===== src/rtl/muldiv_sequencer.sv =====
// Iterative multiply/divide unit: radix-2 shift-add multiply and restoring divide,
// one bit per cycle, with valid/ready request/response handshakes and flush abort.
module muldiv_sequencer #(
  parameter int XLEN = 64
) (
  input  logic            clk,
  input  logic            reset,
  input  logic            req_valid,
  output logic            req_ready,
  input  logic [2:0]      req_func,
  input  logic            req_word,
  input  logic [XLEN-1:0] req_a,
  input  logic [XLEN-1:0] req_b,
  input  logic            flush,
  output logic            resp_valid,
  input  logic            resp_ready,
  output logic [XLEN-1:0] resp_data,
  output logic            busy
);

  localparam int CW = $clog2(XLEN + 1);
  localparam logic [CW-1:0] N_FULL  = CW'(XLEN);
  localparam logic [CW-1:0] N_WORD  = CW'(32);
  localparam logic [CW-1:0] CNT_ONE = CW'(1);

  localparam logic [2:0] F_MUL  = 3'd0;
  localparam logic [2:0] F_DIV  = 3'd1;
  localparam logic [2:0] F_DIVU = 3'd2;
  localparam logic [2:0] F_REM  = 3'd3;
  localparam logic [2:0] F_REMU = 3'd4;

  typedef enum logic [1:0] {S_IDLE, S_MUL, S_DIV, S_DONE} state_t;

  function automatic logic [XLEN-1:0] sext32(input logic [XLEN-1:0] v);
    return {{(XLEN-32){v[31]}}, v[31:0]};
  endfunction

  function automatic logic [XLEN-1:0] zext32(input logic [XLEN-1:0] v);
    return {{(XLEN-32){1'b0}}, v[31:0]};
  endfunction

  state_t          state, state_nx;
  logic [CW-1:0]   counter;
  logic [XLEN-1:0] acc, acc_nx;    // product accumulator / partial remainder
  logic [XLEN-1:0] x, x_nx;        // multiplier / dividend shifting into quotient
  logic [XLEN-1:0] y, y_nx;        // multiplicand / divisor magnitude
  logic [2:0]      func;
  logic            word;
  logic            q_neg, r_neg;

  logic            accept, legal, div_op, signed_op, b_zero, sa, sb;
  logic [XLEN-1:0] a_ext, b_ext, a_mag, b_mag, special, raw, result;
  logic [XLEN:0]   shifted, diff;

  assign req_ready  = (state == S_IDLE) && !flush;
  assign resp_valid = (state == S_DONE);
  assign busy       = (state != S_IDLE);
  assign accept     = req_valid && req_ready;

  // Request decode and operand preparation
  always_comb begin
    legal     = (req_func <= F_REMU);
    div_op    = legal && (req_func != F_MUL);
    signed_op = (req_func == F_DIV) || (req_func == F_REM);
    if (req_word) begin
      a_ext = signed_op ? sext32(req_a) : zext32(req_a);
      b_ext = signed_op ? sext32(req_b) : zext32(req_b);
    end else begin
      a_ext = req_a;
      b_ext = req_b;
    end
    sa     = signed_op && a_ext[XLEN-1];
    sb     = signed_op && b_ext[XLEN-1];
    a_mag  = sa ? -a_ext : a_ext;
    b_mag  = sb ? -b_ext : b_ext;
    b_zero = (b_ext == '0);
    if (!legal) begin
      special = '0;
    end else if ((req_func == F_DIV) || (req_func == F_DIVU)) begin
      special = '1;
    end else begin
      special = req_word ? sext32(req_a) : req_a;
    end
  end

  // One iteration of the datapath and the finished result
  always_comb begin
    shifted = {acc, x[XLEN-1]};
    diff    = shifted - {1'b0, y};
    acc_nx  = acc;
    x_nx    = x;
    y_nx    = y;
    raw     = '0;
    case (state)
      S_MUL: begin
        acc_nx = x[0] ? acc + y : acc;
        x_nx   = x >> 1;
        y_nx   = y << 1;
        raw    = acc_nx;
      end
      S_DIV: begin
        acc_nx = diff[XLEN] ? shifted[XLEN-1:0] : diff[XLEN-1:0];
        x_nx   = {x[XLEN-2:0], ~diff[XLEN]};
        if ((func == F_DIV) || (func == F_DIVU)) begin
          raw = q_neg ? -x_nx : x_nx;
        end else begin
          raw = r_neg ? -acc_nx : acc_nx;
        end
      end
      default: begin
        raw = '0;
      end
    endcase
    result = word ? sext32(raw) : raw;
  end

  // Next-state logic; flush overrides everything
  always_comb begin
    state_nx = state;
    if (flush) begin
      state_nx = S_IDLE;
    end else begin
      case (state)
        S_IDLE: begin
          if (!accept) begin
            state_nx = S_IDLE;
          end else if (!legal || (div_op && b_zero)) begin
            state_nx = S_DONE;
          end else if (req_func == F_MUL) begin
            state_nx = S_MUL;
          end else begin
            state_nx = S_DIV;
          end
        end
        S_MUL, S_DIV: begin
          state_nx = (counter == CNT_ONE) ? S_DONE : state;
        end
        S_DONE: begin
          state_nx = resp_ready ? S_IDLE : S_DONE;
        end
        default: begin
          state_nx = S_IDLE;
        end
      endcase
    end
  end

  // State register
  always_ff @(posedge clk or posedge reset) begin
    if (reset) state <= S_IDLE;
    else       state <= state_nx;
  end

  // Datapath registers
  always_ff @(posedge clk or posedge reset) begin
    if (reset) begin
      counter   <= '0;
      acc       <= '0;
      x         <= '0;
      y         <= '0;
      func      <= 3'd0;
      word      <= 1'b0;
      q_neg     <= 1'b0;
      r_neg     <= 1'b0;
      resp_data <= '0;
    end else if (accept) begin
      counter <= req_word ? N_WORD : N_FULL;
      func    <= req_func;
      word    <= req_word;
      q_neg   <= sa ^ sb;
      r_neg   <= sa;
      acc     <= '0;
      if (req_func == F_MUL) begin
        x <= b_ext;
        y <= a_ext;
      end else begin
        // word dividends are pre-aligned so their MSB enters the remainder first
        x <= req_word ? (a_mag << 32) : a_mag;
        y <= b_mag;
      end
      if (!legal || (div_op && b_zero)) resp_data <= special;
    end else if ((state == S_MUL) || (state == S_DIV)) begin
      counter <= counter - CNT_ONE;
      acc     <= acc_nx;
      x       <= x_nx;
      y       <= y_nx;
      if (counter == CNT_ONE) resp_data <= result;
    end
  end

endmodule


===== config.mk =====
export PLATFORM = sky130hd
export DESIGN_NAME = muldiv_sequencer
export DESIGN_NICKNAME = d
export VERILOG_FILES = /design/src/rtl/muldiv_sequencer.sv
export SDC_FILE = /design/constraint.sdc
export NUM_CORES = 2
export LEC_CHECK = 0
export BUFFER_PORTS_ARGS = -buffer_cell sky130_fd_sc_hd__buf_4
export CAP_MARGIN = 20
export CORE_MARGIN = 2
export CORE_UTILIZATION = 40
export CTS_CLUSTER_DIAMETER = 50
export DETAILED_ROUTE_END_ITERATION = 8
export PLACE_DENSITY = 0.64
export SYNTH_ARGS = -nofsm -noshare
export SYNTH_HDL_FRONTEND = slang
export SYNTH_SLANG_ARGS = --single-unit

===== constraint.sdc =====
create_clock -name clk -period 8.9 [get_ports clk]
set_input_delay 0.89 -clock clk [delete_from_list [all_inputs] [get_ports clk]]
set_output_delay 0.89 -clock clk [all_outputs]
set_load 0.02 [all_outputs]

======== After elaboration in Yosys (flattened, before gate mapping) ========
Cells that the tools add are included.
cells by class
  equal/unequal tests ..................... 11
  magnitude comparators ................... 1
  mux-type cells .......................... 42
  bitwise gates (word level) .............. 2
  $add $sub $neg .......................... 7
  reductions and logical operators ........ 26
operators by type and width
  kind                                                                   number
  64-bit two-way mux                                                     29
  64-bit case mux with 2 select lines                                    3
  64-bit negator                                                         4
  65-bit by 64-bit subtractor with 65-bit output                         1
  64-bit adder                                                           1
  64-bit zero test                                                       1
  7-bit two-way mux                                                      3
  2-bit two-way mux                                                      6
  3-bit by 2-bit equality test with 1-bit output, second input constant  3
  2-bit nonzero test                                                     4
  7-bit by 1-bit equality test with 1-bit output, second input constant  1
  7-bit by 1-bit subtractor with 7-bit output, second input constant     1
  3-bit by 1-bit equality test with 1-bit output, second input constant  2
  1-bit logical AND                                                      6
  2-bit case mux with 3 select lines                                     1
  3-bit nonzero test                                                     2
  1-bit logical OR                                                       5
  2-bit equality test, second input constant                             2
  2-bit AND reduction                                                    2
  3-bit <= comparator, second input constant                             1
  3-bit zero test                                                        1
  3-bit inequality test, second input constant                           1
  3-bit AND reduction                                                    1
  2-bit by 1-bit equality test with 1-bit output, second input constant  1
  6 further kinds                                                        7
word-level totals
  word-level logic and storage cells ...... 99
  output and inout bits ................... 67
  register bits after elaboration ......... 271
  input bits .............................. 137

======== Logic depth before layout (Yosys ltp) ========
  depth after elaboration ................. 11
  depth in mapped cells ................... 29
  gate-level depth less buffers ........... 25

======== Worst setup path after synthesis ========
Ideal clock, no wire load.
  kind .................................... register -> register
  start ................................... register x[63]
  end ..................................... register resp_data[58]
  library setup time ...................... 0.129 ns
  path buffers ............................ 4
  data arrival time ....................... 6.248 ns
  cell stages (with the launch flop) ...... 30
  setup slack ............................. 2.524 ns
  period minus slack after synthesis ...... 6.376 ns
  data required time ...................... 8.771 ns
  cells stage by stage .................... dfrtp_1 -> inv_1 -> ha_1 -> fa_1 -> nor2b_4 -> o31a_1 -> o21a_1 -> o21ai_1 -> a21o_1 -> a21boi_1 -> nor2_2 -> inv_1 -> clkbuf_1 -> buf_1 -> clkbuf_1 -> buf_1 -> nor2_1 -> a21oi_1 -> ha_1 -> nand3_1 -> nor3_1 -> nand4_1 -> nor3_1 -> a31oi_1 -> a2111oi_1 -> nand3b_1 -> nor2_1 -> mux2_2 -> o211ai_1 -> nand3_1
between the ends
  cells in the longest elaborated chain, start to end .. 10
  elaborated cells on any way between the ends .. 13
  classes of those cells .................. add/sub (3); mux (9); bitwise (1)
RTL lines
  item                                             line      text
  from (decl)                                      45        logic [XLEN-1:0] x, x_nx;
  from (signal assigned)                           174       x <= b_ext;
  from (signal assigned)                           178       x <= req_word ? (a_mag << 32) : a_mag;
  from (signal assigned)                           185       x <= x_nx;
  65-bit by 64-bit subtractor with 65-bit output   89        diff = shifted - {1'b0, y};
  64-bit two-way mux or 1-bit NOT (tied branches)  102, 103
  64-bit negator (on tied branches)                107, 105
  64-bit two-way mux (on tied branches)            107, 105
  64-bit two-way mux (*)                           104       if ((func == F_DIV) || (func == F_DIVU)) begin
  64-bit case mux with 2 select lines (*)          94        case (state)
  64-bit two-way mux (*)                           114       result = word ? sext32(raw) : raw;
  64-bit two-way mux (*)                           187       if (counter == CNT_ONE) resp_data <= result;
  64-bit two-way mux (*)                           182       end else if ((state == S_MUL) || (state == S_DIV)) begin
  64-bit two-way mux (*)                           166       end else if (accept) begin
  to (signal assigned)                             181       if (!legal || (div_op && b_zero)) resp_data <= special;
  to (signal assigned)                             187
  to (decl)                                        17        output logic [XLEN-1:0] resp_data,
Mark *: on every way between the ends. The rest lies on a longest branch, timed or not. The select of a mux whose other input is x is not followed.
A chain may end at the register's enable or synchronous reset.

======== Worst setup path after layout ========
  start ................................... register acc[30]
  end ..................................... register resp_data[58]
between the ends
  cells in the longest elaborated chain, start to end .. 10
  elaborated cells on any way between the ends .. 15
  classes of those cells .................. add/sub (4); mux (10); bitwise (1)
RTL lines
  item                                             line      text
  from (decl)                                      44        logic [XLEN-1:0] acc, acc_nx;
  from (signal assigned)                           184       acc <= acc_nx;
  65-bit by 64-bit subtractor with 65-bit output   89
  64-bit two-way mux or 1-bit NOT (tied branches)  102, 103
  64-bit negator (on tied branches)                107, 105
  64-bit two-way mux (on tied branches)            107, 105
  64-bit two-way mux                               104
  64-bit case mux with 2 select lines (*)          94
  64-bit two-way mux (*)                           114
  64-bit two-way mux (*)                           187
  64-bit two-way mux (*)                           182
  64-bit two-way mux (*)                           166
Marks and branches as above.

==> impl_results.md <==
- Status: completed
- Synth top cells by count: a21oi_1, nor2_1, nand2_1, o21ai_0, dfrtp_1
- Vias in the first global route: 33724
- GRT Total Usage: 34.4%
- Power density over cell area: 440 mW/mm^2
- Detail Placement HPWL: 119 mm
- Post-cts resize count: 0
- Clock power share: 10.3%
- Clock Tree Buf Depth: 3
- Clk root buf: clkbuf_16
- Final setup viols: 0
- Layout cells sized above 1: 9.82%
- Switching Share: 58.1%
- Min cycle time layout: 7450 ps
- Initial antenna violation count: 8
- Leakage: 14.6 nW
- Synth cell types: 108
- Avg Inst Size Synth: 7.24 sq um
- Die area: 0.0851 sq mm
- Initial detailed-routing violation count: 4905
- Top post-synthesis cells by area: dfrtp_1, a21oi_1, mux2i_1
- Reg clk slew, reported paths: 60 ps
- Synth area leader: dfrtp_1
- Ys Warns: 0
- Via density: 6.56
- I/O Buffers: 203
- Met2 Use GR: 47.8%
- Total number of vias: 37164
- Routed WL: 153 mm
- Num CTS Buffers: 38
- Final hold vios: 0
- Power share of the sequential group: 16.6%
- Met1 Use GR: 49.1%
- Nets: 4840
- Hold-fix buffers, CTS: 0
- Overall Power: 16.1 mW
- Critical Path AT: 7900 ps
- Most frequent cell after synthesis: a21oi_1
- Post-synthesis cell count: 4573
- Peak supply drop: 0.354 mV
- Worst-Skew Late Latency: 590 ps
- Fraction of registers with async set/reset: 100%
- Startpoint types: flop
- Routed WL per cell: 27.1 um
- Syn_nets: 4852
- CTS sink cnt: 271
- Row count: 105
- Die height: 292 um
- Share of the synthesized area in the top cell type: 20.5%
- Clock skew: 27.2 ps
- H-tree levels: 2
- Tightest Pin Transition: 1280 ps
- Met3 usage: 10.2%
- Reg2Reg Depth: 24
- Gate power share: 73.2%
- Synth-to-layout area growth: 10.8%
- TritonCTS clock tree: yes
- Crit path kind: reg2reg
- Final slew viol count: 0
- DRC Markers: 0
- Dpl ws: 1740 ps
- RSZ-0062 raised after global routing: false
- Die Wd: 292 um
- Pin count of the biggest net entering global routing: 157
- Max Freq: 134 MHz
- Core Area: 0.0820 sq mm
- Worst setup EP type: flop
- IO Pins: 204
- Routed Antenna Nets: 0
- Setup Buffers After CTS: 0
- Total area of sequential cells: 0.00679 sq mm
- First-pass GRT wire length: 224 mm
- Starting Density: 40.4%
- Worst setup margin: 1450 ps
- Total net switching power: 9.36 mW
- Mapped Area: 0.0331 sq mm
- Gr ovfl total: 0
- Critical Path RT: 9340 ps
- CP Max Fanout: 12
- Top Usage Layer GRT: met1
- First-pass DRT Iterations: 7
- Area of the multi-input gates: 0.0246 sq mm
- TNS Setup: 0 ps
- Max Cap Viol: 0
- Relative slew slack: 14.1%
- Flop and latch count out of synthesis: 271
- Post-synth EDFFs: 0
- Period utilization: 83.8%
- Sequential area share after synthesis: 20.5%
- Int Power: 6.76 mW
- FILL cells: 8515
- Ys flop type: dfrtp_1
- Hold Crit Class: in2async
- Gpl congestion: 1.03
-- critical path: stages, from the launching register on --
cell	delay, ps
dfrtp_1	520
ha_1	590
nand4_1	250
nor4_1	600
a21boi_2	270
o21ai_1	220
a21o_1	260
a21boi_1	150
buf_4	270
nor2_4	70
inv_2	160
nor2_1	50
a21oi_1	210
ha_1	350
nand3_1	100
nor3_1	270
nand4_1	220
nor3_1	360
a31oi_1	320
a2111oi_1	880
nand3b_1	280
nor2_1	270
mux2_2	360
o211ai_1	160
nand3_1	100
-- power groups by stage --
stage | registers, mW | logic, mW | clock network [mW]
2_1_floorplan | 2.41 | 7.78 | 0
3_3_place_gp | 2.60 | 11.3 | 0
3_5_place_dp | 2.64 | 11.2 | 0
4_1_cts | 2.62 | 11.3 | 1.65
5_1_grt | 2.73 | 12.5 | 1.69
6_report | 2.67 | 11.8 | 1.66
-- layer usage --
layer  wire length (um)  share of wire (%)  vias up
li1                   -                  -    16873
met1              65500                 43    17585
met2              60700                 40     2341
met3              19500                 13      355
met4               7510                4.9       10
met5                 63              0.041        -
-- layout make-up --
cell class / count / area share, %
antenna: 1 / 0.00682
clock buffer: 50 / 2.94
clock inverter: 20 / 0.655
inverter: 139 / 1.44
multi-input combinational: 3835 / 67.1
sequential: 271 / 18.5
tap: 1070 / 3.65
timing repair buffer: 276 / 5.68
-- kinds of logic after synthesis --
logic type | after synthesis | synth area share (%)
buf+inv | 467 | 5.46
mux | 252 | 7.84
xor+xnor | 321 | 8.49
simple gates | 1468 | 20.8
fa+ha+maj | 142 | 5.41
flops | 271 | 20.5
compound gates | 1652 | 31.5
-- state kept, by name, indices dropped and copies added, names as in the netlist --
register   flops
state          2
acc           64
q_neg          1
r_neg          1
resp_data     64
x             64
y             64
word           1
func           3
counter        7
-- cells in the final DEF, fill, tap and decap left out, drive strengths merged, types with 30 or more instances in the layout --
cell type	synthesis	final
a21oi	525	525
nand2b	33	33
o21ai	396	396
o21a	35	35
nand4	56	56
or4	30	30
ha	140	140
clkbuf	256	58
a211oi	119	119
nor4	44	44
nor2	466	466
mux2i	220	220
nor2b	39	39
o21bai	30	30
xor2	145	145
nand3	73	73
o31ai	69	69
a31oi	58	58
o211ai	76	76
nor3	115	115
nand2	446	446
xnor2	176	176
o221ai	40	40
a21o	69	69
a221oi	30	30
buf	72	268
inv	135	137
dfrtp	271	271
or3	56	56
-- stage by stage --
step | cells | cell area [sq um] | hold slack [ps] | util, %
after floorplan | 4573 | 33100 | 463 | -
after global placement | 5582 | 35300 | 477 | 43.0
after detailed placement | 5583 | 35300 | 482 | 43.0
after CTS | 5653 | 36600 | 463 | 44.7
after global routing | 5661 | 36700 | 457 | 44.7
final | 5662 | 36700 | 377 | 44.7
-- worst paths after layout --
kind                            startpoint       endpoint  slack (ps)
worst max register to register     acc[30]  resp_data[58]        1450
worst max-delay path               acc[30]  resp_data[58]        1450
max in group asynchronous            reset        acc[46]        6870
worst min-delay path                 reset          y[11]         380
worst min register to register     func[0]        func[0]         490
min in group clk                     flush       state[1]         490
Note: power is estimated with default switching activity, not from simulation.
